==> src/rtl/z80_bus_cycle.sv <==
// z80_bus_cycle: Z80 bus master sequencing opcode fetch (with refresh),
// memory read and memory write cycles, with wait states and timeout.
module z80_bus_cycle #(
  parameter int ADDR_W     = 16,
  parameter int DATA_W     = 8,
  parameter int WAIT_LIMIT = 255
) (
  input  logic              clk,
  input  logic              reset_n,
  input  logic              req,
  input  logic [1:0]        req_type,
  input  logic [ADDR_W-1:0] req_addr,
  input  logic [DATA_W-1:0] req_wdata,
  input  logic [7:0]        i_reg,
  output logic              ack,
  output logic              err,
  output logic [DATA_W-1:0] rdata,
  output logic              m1,
  output logic              mreq,
  output logic              rd,
  output logic              wr,
  output logic              rfsh,
  output logic [ADDR_W-1:0] address,
  output logic [DATA_W-1:0] data_out,
  output logic              data_oe,
  input  logic [DATA_W-1:0] data_in,
  input  logic              wait_n
);

  typedef enum logic [2:0] {
    S_IDLE, S_T1, S_T2, S_TW, S_T3, S_T4
  } state_t;

  localparam logic [1:0] TY_FETCH = 2'b00;
  localparam logic [1:0] TY_READ  = 2'b01;
  localparam logic [1:0] TY_WRITE = 2'b10;
  localparam logic [1:0] TY_RSVD  = 2'b11;

  state_t            state_q, state_d;
  logic [1:0]        type_q, type_d;
  logic [ADDR_W-1:0] addr_q, addr_d;
  logic [DATA_W-1:0] dout_q, dout_d;
  logic [DATA_W-1:0] rdata_q, rdata_d;
  logic [6:0]        r_q, r_d;
  logic [7:0]        wcnt_q, wcnt_d;
  logic              m1_q, m1_d;
  logic              mreq_q, mreq_d;
  logic              rd_q, rd_d;
  logic              wr_q, wr_d;
  logic              rfsh_q, rfsh_d;
  logic              oe_q, oe_d;
  logic              ack_q, ack_d;
  logic              err_q, err_d;
  logic              to_t3;
  logic              abort;
  logic              limit_hit;
  logic [ADDR_W-1:0] rfsh_addr;

  assign limit_hit = ({1'b0, wcnt_q} + 9'd1) >= 9'(WAIT_LIMIT);
  assign rfsh_addr = ADDR_W'({i_reg, 1'b0, r_q});

  always_comb begin
    state_d = state_q;
    type_d  = type_q;
    addr_d  = addr_q;
    dout_d  = dout_q;
    rdata_d = rdata_q;
    r_d     = r_q;
    wcnt_d  = wcnt_q;
    m1_d    = m1_q;
    mreq_d  = mreq_q;
    rd_d    = rd_q;
    wr_d    = wr_q;
    rfsh_d  = rfsh_q;
    oe_d    = oe_q;
    ack_d   = 1'b0;
    err_d   = 1'b0;
    to_t3   = 1'b0;
    abort   = 1'b0;
    unique case (state_q)
      S_IDLE: begin
        // ack_q blocks a still-held req so IDLE lasts a full cycle
        if (req && req_type != TY_RSVD && !ack_q) begin
          state_d = S_T1;
          type_d  = req_type;
          addr_d  = req_addr;
          wcnt_d  = '0;
          mreq_d  = 1'b0;
          m1_d    = req_type != TY_FETCH;
          rd_d    = req_type == TY_WRITE;
          if (req_type == TY_WRITE) begin
            dout_d = req_wdata;
            oe_d   = 1'b1;
          end
        end
      end
      S_T1: begin
        state_d = S_T2;
        wcnt_d  = '0;
        wr_d    = type_q != TY_WRITE;
      end
      S_T2: begin
        if (wait_n) to_t3 = 1'b1;
        else        state_d = S_TW;
      end
      S_TW: begin
        if (wait_n)         to_t3 = 1'b1;
        else if (limit_hit) abort = 1'b1;
        else                wcnt_d = wcnt_q + 8'd1;
      end
      S_T3: begin
        if (type_q == TY_FETCH) begin
          state_d = S_T4;
          mreq_d  = 1'b1;
          rfsh_d  = 1'b1;
          ack_d   = 1'b1;
          r_d     = r_q + 7'd1;
        end else begin
          state_d = S_IDLE;
          oe_d    = 1'b0;
        end
      end
      S_T4: state_d = S_IDLE;
      default: state_d = S_IDLE;
    endcase
    if (to_t3) begin
      state_d = S_T3;
      m1_d    = 1'b1;
      rd_d    = 1'b1;
      wr_d    = 1'b1;
      // fetch keeps mreq low into the refresh phase
      if (type_q == TY_FETCH) begin
        rdata_d = data_in;
        rfsh_d  = 1'b0;
        addr_d  = rfsh_addr;
      end else begin
        mreq_d = 1'b1;
        ack_d  = 1'b1;
        if (type_q == TY_READ) rdata_d = data_in;
      end
    end
    if (abort) begin
      state_d = S_IDLE;
      m1_d    = 1'b1;
      mreq_d  = 1'b1;
      rd_d    = 1'b1;
      wr_d    = 1'b1;
      rfsh_d  = 1'b1;
      oe_d    = 1'b0;
      ack_d   = 1'b1;
      err_d   = 1'b1;
    end
  end

  always_ff @(posedge clk) begin
    if (!reset_n) begin
      state_q <= S_IDLE;
      type_q  <= TY_FETCH;
      addr_q  <= '0;
      dout_q  <= '0;
      rdata_q <= '0;
      r_q     <= '0;
      wcnt_q  <= '0;
      m1_q    <= 1'b1;
      mreq_q  <= 1'b1;
      rd_q    <= 1'b1;
      wr_q    <= 1'b1;
      rfsh_q  <= 1'b1;
      oe_q    <= 1'b0;
      ack_q   <= 1'b0;
      err_q   <= 1'b0;
    end else begin
      state_q <= state_d;
      type_q  <= type_d;
      addr_q  <= addr_d;
      dout_q  <= dout_d;
      rdata_q <= rdata_d;
      r_q     <= r_d;
      wcnt_q  <= wcnt_d;
      m1_q    <= m1_d;
      mreq_q  <= mreq_d;
      rd_q    <= rd_d;
      wr_q    <= wr_d;
      rfsh_q  <= rfsh_d;
      oe_q    <= oe_d;
      ack_q   <= ack_d;
      err_q   <= err_d;
    end
  end

  assign ack      = ack_q;
  assign err      = err_q;
  assign rdata    = rdata_q;
  assign m1       = m1_q;
  assign mreq     = mreq_q;
  assign rd       = rd_q;
  assign wr       = wr_q;
  assign rfsh     = rfsh_q;
  assign address  = addr_q;
  assign data_out = dout_q;
  assign data_oe  = oe_q;

endmodule

==> config.mk <==
export PLATFORM = sky130hd
export DESIGN_NAME = z80_bus_cycle
export DESIGN_NICKNAME = d
export VERILOG_FILES = /design/src/rtl/z80_bus_cycle.sv
export SDC_FILE = /design/constraint.sdc
export NUM_CORES = 1
export LEC_CHECK = 0
export ABC_CLOCK_PERIOD_IN_PS = 4300
export CAP_MARGIN = 20
export CELL_PAD_IN_SITES_DETAIL_PLACEMENT = 1
export CELL_PAD_IN_SITES_GLOBAL_PLACEMENT = 1
export CORE_MARGIN = 2
export CORE_UTILIZATION = 37
export DETAILED_ROUTE_END_ITERATION = 7
export PLACE_DENSITY = 0.95
export SYNTH_ARGS = -nofsm -noshare
export SYNTH_HDL_FRONTEND = slang
export SYNTH_SLANG_ARGS = --single-unit
==> constraint.sdc <==
create_clock -name clk -period 4.3 [get_ports clk]
set_clock_uncertainty 0.15 [all_clocks]
set_input_delay 0.645 -clock clk [delete_from_list [all_inputs] [get_ports clk]]
set_output_delay 0.645 -clock clk [all_outputs]
set_load 0.01 [all_outputs]
==> impl_metrics.env, run 1 <==
export IMPL_path_clk_slew_ns=0.07
export IMPL_viasPerCell=5.41
export IMPL_layout_nets=444
export IMPL_cts_repair_resized=0
export IMPL_postCtsHoldBufs=0
export IMPL_path_max_fanout=17
export IMPL_cts_buffer_depth=2
export IMPL_post_drt_wl_per_cell_um=18.0
export IMPL_track_usage_pct=22.5
export IMPL_first_global_vias=2940
export IMPL_initial_core_util_pct=38.5
export IMPL_overflow=0
export IMPL_met1_usage_pct=26.5
export IMPL_rr_startpoint="wcnt_q[1]$_SDFFE_PN0P_"
export IMPL_cts_buffers=9
export IMPL_final_cell_mix="85 x clkdlybuf4s50_1, 60 x dfxtp_1, 47 x nand2_1"
export IMPL_worst_pin_slew_ns=0.627
export IMPL_ant_nets=0
export IMPL_num_rows=31
export IMPL_postLayoutCoreUtil_pct=54.0
export IMPL_setup_tns_final_ns=0
export IMPL_h_tree_depth=3
export IMPL_drc=0
export IMPL_clockRootBuffer="clkbuf_8"
export IMPL_yosys_warnings=0
export IMPL_syn_inst=316
export IMPL_ys_flop_type="dfxtp_1"
export IMPL_layout_commonest_cell="clkdlybuf4s50_1"
export IMPL_clk_latency_ns=0.35
export IMPL_antenna_found_initial=0
export IMPL_hp_class="reg -> reg"
export IMPL_setup_viol=0
export IMPL_critical_path_startpoint="wait_n"
export IMPL_first_pass_iters=4
export IMPL_post_cts_buffers=0
export IMPL_grt_max_degree=41
export IMPL_critical_path_buf_inv_count=2
export IMPL_fillers=870
export IMPL_cts_sinks=60
export IMPL_dieArea_um2=8290
export IMPL_maxSlewViolCount=0
export IMPL_syn_area_per_cell_um2=8.87
export IMPL_crit_type="in -> reg"
export IMPL_cts_tree="built"
export IMPL_cp_depth=5
export IMPL_num_vias=2700
export IMPL_syn_area_um2=2800
export IMPL_synthArstFlopShare_pct=0
export IMPL_fin_crit_ns=2.73
export IMPL_antennaDiodeCount=0
export IMPL_worst_r2r_path_depth=6
export IMPL_drt_iter0_markers=103
export IMPL_synthDistinctLibCells=57
export IMPL_crit_path_cell_trace="clkdlybuf4s50_1, nand3b_1, or3_1, buf_8, a211oi_1"
export IMPL_drv_cap=0
export IMPL_cpLargestDelayFamily="buffers and inverters"
export IMPL_hold_viol=0
export IMPL_wl_um=8990
export IMPL_synth_edf_count=0
export IMPL_p_leak_uw=0.00147
export IMPL_die_w_um=91.1
export IMPL_min_from="data_out[3]$_SDFFE_PN0P_"
export IMPL_grt_pass1_wl_um=14900
export IMPL_io_pins=86
export IMPL_grt_use_met3_pct=5.98
export IMPL_critPathArrivalTime_ns=2.83
export IMPL_dp_cells=482
export IMPL_required_ns=4.40
export IMPL_dieHeight_um=91.1
export IMPL_finalCritPeriodShare_pct=63.5
export IMPL_timing_slew_headroom_pct=58.2
export IMPL_synth_seq_cells=60
export IMPL_yosysSeqAreaShare_pct=42.8
export IMPL_grtUsageMet2_pct=39.9
export IMPL_power_density_nw_per_um2=438
export IMPL_rsz0062_at_grt="no"
export IMPL_drive_gt1_share_pct=7.75
export IMPL_top_usage_layer="met2"
export IMPL_outcome="completed"
export IMPL_core_area_um2=7290
export IMPL_fin_cells=499
export IMPL_hold_depth=2
export IMPL_gp_congestion=0.810
export IMPL_hpwl_um=6160
export IMPL_peakVddDrop_mv=0.183
export IMPL_place_port_buffers=85
export IMPL_synth_net_count=365
export IMPL_critPathLaunchType="primary input"
export IMPL_slowest_stage="clkdlybuf4s50_1"
export IMPL_endpoint_kind="flip-flop"
export IMPL_max_freq_ghz=0.366
export IMPL_max_stage_delay_ns=0.75
export IMPL_syn_to_final_growth_pct=40.4
-- path summary, 6_finish.rpt --
check	endpoint	slack, ns
setup reg to reg	rd$_SDFFE_PP1P_	1.88
hold / removal	data_out[3]$_SDFFE_PN0P_	0.31
hold reg to reg	data_out[3]$_SDFFE_PN0P_	0.31
setup / recovery	address[1]$_SDFF_PN0_	1.57
-- final cells by class --
class	count	area [µm²]	share of cell area [%]
inverter	6	22.5	0.572
multi-input combinational	230	1470	37.3
timing repair buffer	88	881	22.4
clock inverter	6	113	2.86
tap	99	124	3.15
sequential	60	1200	30.5
clock buffer	10	128	3.24
-- kinds of logic after synthesis --
logic type               synth area share, %
AND/OR/NAND/NOR                         21.5
AO/OA/AOI/OAI                           20.6
flip-flops                              42.8
buffers and inverters                   4.82
multiplexers                            5.71
XOR/XNOR                                3.17
adder cells (fa/ha/maj)                 1.34
-- worst register-to-register path: stages, from the launching register on --
cell and delay [ns]:
dfxtp_1 0.42, ha_1 0.32, nand2_1 0.14, or3_4 0.44
xnor2_4 0.17, a2111oi_4 0.47, o21ai_0 0.18
-- cells in the mapped netlist (2+ instances only) --
cell type	instances	area [µm²]
a211oi_1	15	113
a21oi_1	27	135
a21oi_2	2	17.5
a31oi_1	2	12.5
and2_1	3	18.8
and4_1	2	17.5
and4b_1	2	20.0
buf_2	6	30.0
buf_4	4	30.0
buf_6	2	22.5
clkbuf_1	8	30.0
dfxtp_1	60	1200
ha_1	3	37.5
inv_1	5	18.8
mux2i_1	16	160
nand2_1	47	176
nand3_1	5	25.0
nand4_1	7	43.8
nor2_1	30	113
nor2b_1	2	12.5
o211ai_1	2	15.0
o21ai_0	11	55.1
o21ai_1	2	10.0
o311ai_0	4	35.0
o31a_1	3	26.3
o31ai_1	5	37.5
or3_1	6	37.5
xnor2_1	2	17.5
xor2_1	5	43.8
-- sequential cells by signal, indices dropped and copies added, names as in the netlist, 2 cells and up, named ones only --
| name | cells |
|---|---|
| rdata | 8 |
| address | 16 |
| state_q | 3 |
| wcnt_q | 8 |
| r_q | 7 |
| data_out | 8 |
| type_q | 2 |
-- through the flow --
step                      area, µm²  setup WS (ns)  hold WS [ns]  power [µW]
after global routing           3940           1.45         0.328        1810
after detailed placement       3680           1.14         0.301        1090
after CTS                      3920           1.45         0.314        1730
final                          3940           1.57         0.312        1720
after global placement         3680           1.31         0.292        1070
after floorplan                2800           2.18         0.309         903
-- per-layer routing --
layer  up-vias  routed length, µm  part of all wire (%)
li1       1293                  -                     -
met1      1327               3890                    43
met2        72               4600                    51
met3         8                415                   4.6
met4         0                 86                  0.96
met5         -                  0                     0
-- report_power, final --
group          internal, µW  switching (µW)
registers               617            54.4
clock network           386             243
logic                   217             205
No activity file was read; power rests on OpenSTA's default activity.
==> inputs of run 2 (changes only) <==
==> config.mk (replaced) <==
export PLATFORM = sky130hd
export DESIGN_NAME = z80_bus_cycle
export DESIGN_NICKNAME = d
export VERILOG_FILES = /design/src/rtl/z80_bus_cycle.sv
export SDC_FILE = /design/constraint.sdc
export NUM_CORES = 1
export LEC_CHECK = 0
export ABC_CLOCK_PERIOD_IN_PS = 2800
export CAP_MARGIN = 20
export CELL_PAD_IN_SITES_DETAIL_PLACEMENT = 1
export CELL_PAD_IN_SITES_GLOBAL_PLACEMENT = 1
export CORE_MARGIN = 2
export CORE_UTILIZATION = 34
export DETAILED_ROUTE_END_ITERATION = 7
export PLACE_DENSITY = 0.9
export SYNTH_ARGS = -nofsm -noshare
export SYNTH_HDL_FRONTEND = slang
export SYNTH_SLANG_ARGS = --single-unit
==> constraint.sdc (replaced) <==
create_clock -name clk -period 2.8 [get_ports clk]
set_clock_uncertainty 0.15 [all_clocks]
set_input_delay 0.42 -clock clk [delete_from_list [all_inputs] [get_ports clk]]
set_output_delay 0.42 -clock clk [all_outputs]
set_load 0.01 [all_outputs]
==> impl_metrics.env, run 2 (synthesis gave the netlist of run 1 again) <==
export IMPL_power_share_clock_pct=30.0
export IMPL_cts_buffers=9
export IMPL_post_place_ws_ns=0.190
export IMPL_die_w_um=94.8
export IMPL_track_usage_pct=19.1
export IMPL_cts_sinks=60
export IMPL_first_pass_iters=4
export IMPL_post_drt_wl_per_cell_um=16.5
export IMPL_dieArea_um2=8990
export IMPL_power_density_nw_per_um2=612
export IMPL_p_sw_share_pct=31.8
export IMPL_first_global_vias=2723
export IMPL_wl_um=8420
export IMPL_path_clk_slew_ns=0.08
export IMPL_ant_nets=0
export IMPL_p_int_uw=1630
export IMPL_largest_reg_flops=16
export IMPL_post_cts_buffers=0
export IMPL_place_port_buffers=85
export IMPL_timing_slew_headroom_pct=62.6
export IMPL_syn_to_final_growth_pct=39.3
export IMPL_hold_viol=0
export IMPL_critPathLaunchType="flip-flop"
export IMPL_cts_repair_resized=0
export IMPL_p_sw_uw=760
export IMPL_finalCritPeriodShare_pct=84.5
export IMPL_h_tree_depth=3
export IMPL_grt_pass1_wl_um=13400
export IMPL_gp_congestion=0.804
export IMPL_layout_commonest_cell="clkdlybuf4s50_1"
export IMPL_endpoint_kind="flip-flop"
export IMPL_drc=0
export IMPL_setup_tns_final_ns=0
export IMPL_required_ns=2.85
export IMPL_peakVddDrop_mv=0.285
export IMPL_critPathArrivalTime_ns=2.42
export IMPL_dieHeight_um=94.8
export IMPL_initial_core_util_pct=34.6
export IMPL_antennaDiodeCount=0
export IMPL_path_max_fanout=6
export IMPL_finalPower_uw=2390
export IMPL_pwr_share_comb_pct=26.8
export IMPL_rsz0062_at_grt="no"
export IMPL_num_rows=33
export IMPL_fin_crit_ns=2.37
export IMPL_num_vias=2703
export IMPL_worst_pin_slew_ns=0.559
export IMPL_drive_gt1_share_pct=8.66
export IMPL_hpwl_um=6200
export IMPL_clk_latency_ns=0.34
export IMPL_grt_max_degree=33
export IMPL_outcome="completed"
export IMPL_overflow=0
export IMPL_maxSlewViolCount=0
export IMPL_cts_buffer_depth=2
export IMPL_core_area_um2=8090
export IMPL_viasPerCell=5.31
export IMPL_layout_nets=448
export IMPL_postCtsHoldBufs=0
export IMPL_r2r_setup_slack_ns=0.43
export IMPL_max_freq_ghz=0.422
export IMPL_io_pins=86
export IMPL_seq_power_share_pct=43.1
export IMPL_crit_type="reg -> reg"
export IMPL_drt_iter0_markers=58
export IMPL_antenna_found_initial=0
export IMPL_hp_class="reg -> reg"
export IMPL_p_leak_uw=0.00145
export IMPL_cts_tree="built"
export IMPL_clockRootBuffer="clkbuf_8"
export IMPL_worst_slack_ns=0.433
export IMPL_final_cell_mix="85 x clkdlybuf4s50_1, 60 x dfxtp_1, 47 x nand2_1"
export IMPL_setup_viol=0
export IMPL_drv_cap=0
## run 2: changes by cell type in the layout (fill, tap and decap cells not counted), sizes merged
cell / change
bufinv: -3
buf: +4
clkbuf: +1
clkinvlp: +2
## run 2: per-layer routing
layer  vias up  global-route usage, %  share of wire (%)
met1      1318                   22.6                 44
li1       1309                      -                  -
met2        68                   33.0                 51
met4         0                   6.64                1.2
met3         8                   5.27                4.3
met5         -                      0                  0
## run 2: cell type report
| class | instances | area, µm² |
|---|---|---|
| clock buffer | 11 | 141 |
| clock inverter | 5 | 37.5 |
| fill | 947 | 4190 |
| inverter | 6 | 22.5 |
| multi-input combinational | 230 | 1470 |
| sequential | 60 | 1200 |
| tap | 105 | 131 |
| timing repair buffer | 92 | 903 |
## run 2: final timing paths
kind	startpoint	endpoint	cells past startpoint
worst max-delay path	wcnt_q[0]$_SDFFE_PN0P_	rd$_SDFFE_PP1P_	6
worst min-delay path	data_out[2]$_SDFFE_PN0P_	data_out[2]$_SDFFE_PN0P_	2
worst max register to register	wcnt_q[0]$_SDFFE_PN0P_	rd$_SDFFE_PP1P_	6
worst min register to register	data_out[2]$_SDFFE_PN0P_	data_out[2]$_SDFFE_PN0P_	2
## run 2: per-stage QoR
| stage | utilization [%] | instance area (µm²) | hold WS, ns | std cells |
|---|---|---|---|---|
| floorplan | - | 2800 | 0.309 | 316 |
| global placement | 46.0 | 3730 | 0.291 | 493 |
| detailed placement | 46.0 | 3730 | 0.298 | 493 |
| CTS | 48.3 | 3910 | 0.307 | 509 |
| global route | 48.3 | 3910 | 0.325 | 509 |
| finish | 48.3 | 3910 | 0.308 | 509 |
## run 2: worst max-delay path: stages, from the launching register on
cell,delay (ns)
dfxtp_1,0.43
ha_1,0.31
nand2_1,0.15
or3_4,0.44
xnor2_4,0.18
a2111oi_4,0.43
o21ai_0,0.14
## run 2: power by group through the flow
stage                     logic (µW)  clock network, µW  registers (µW)
after floorplan                  338                  0            1050
after global placement           615                  0            1040
after detailed placement         642                  0            1050
after CTS                        646                735            1030
after global routing             696                782            1040
final                            641                718            1030
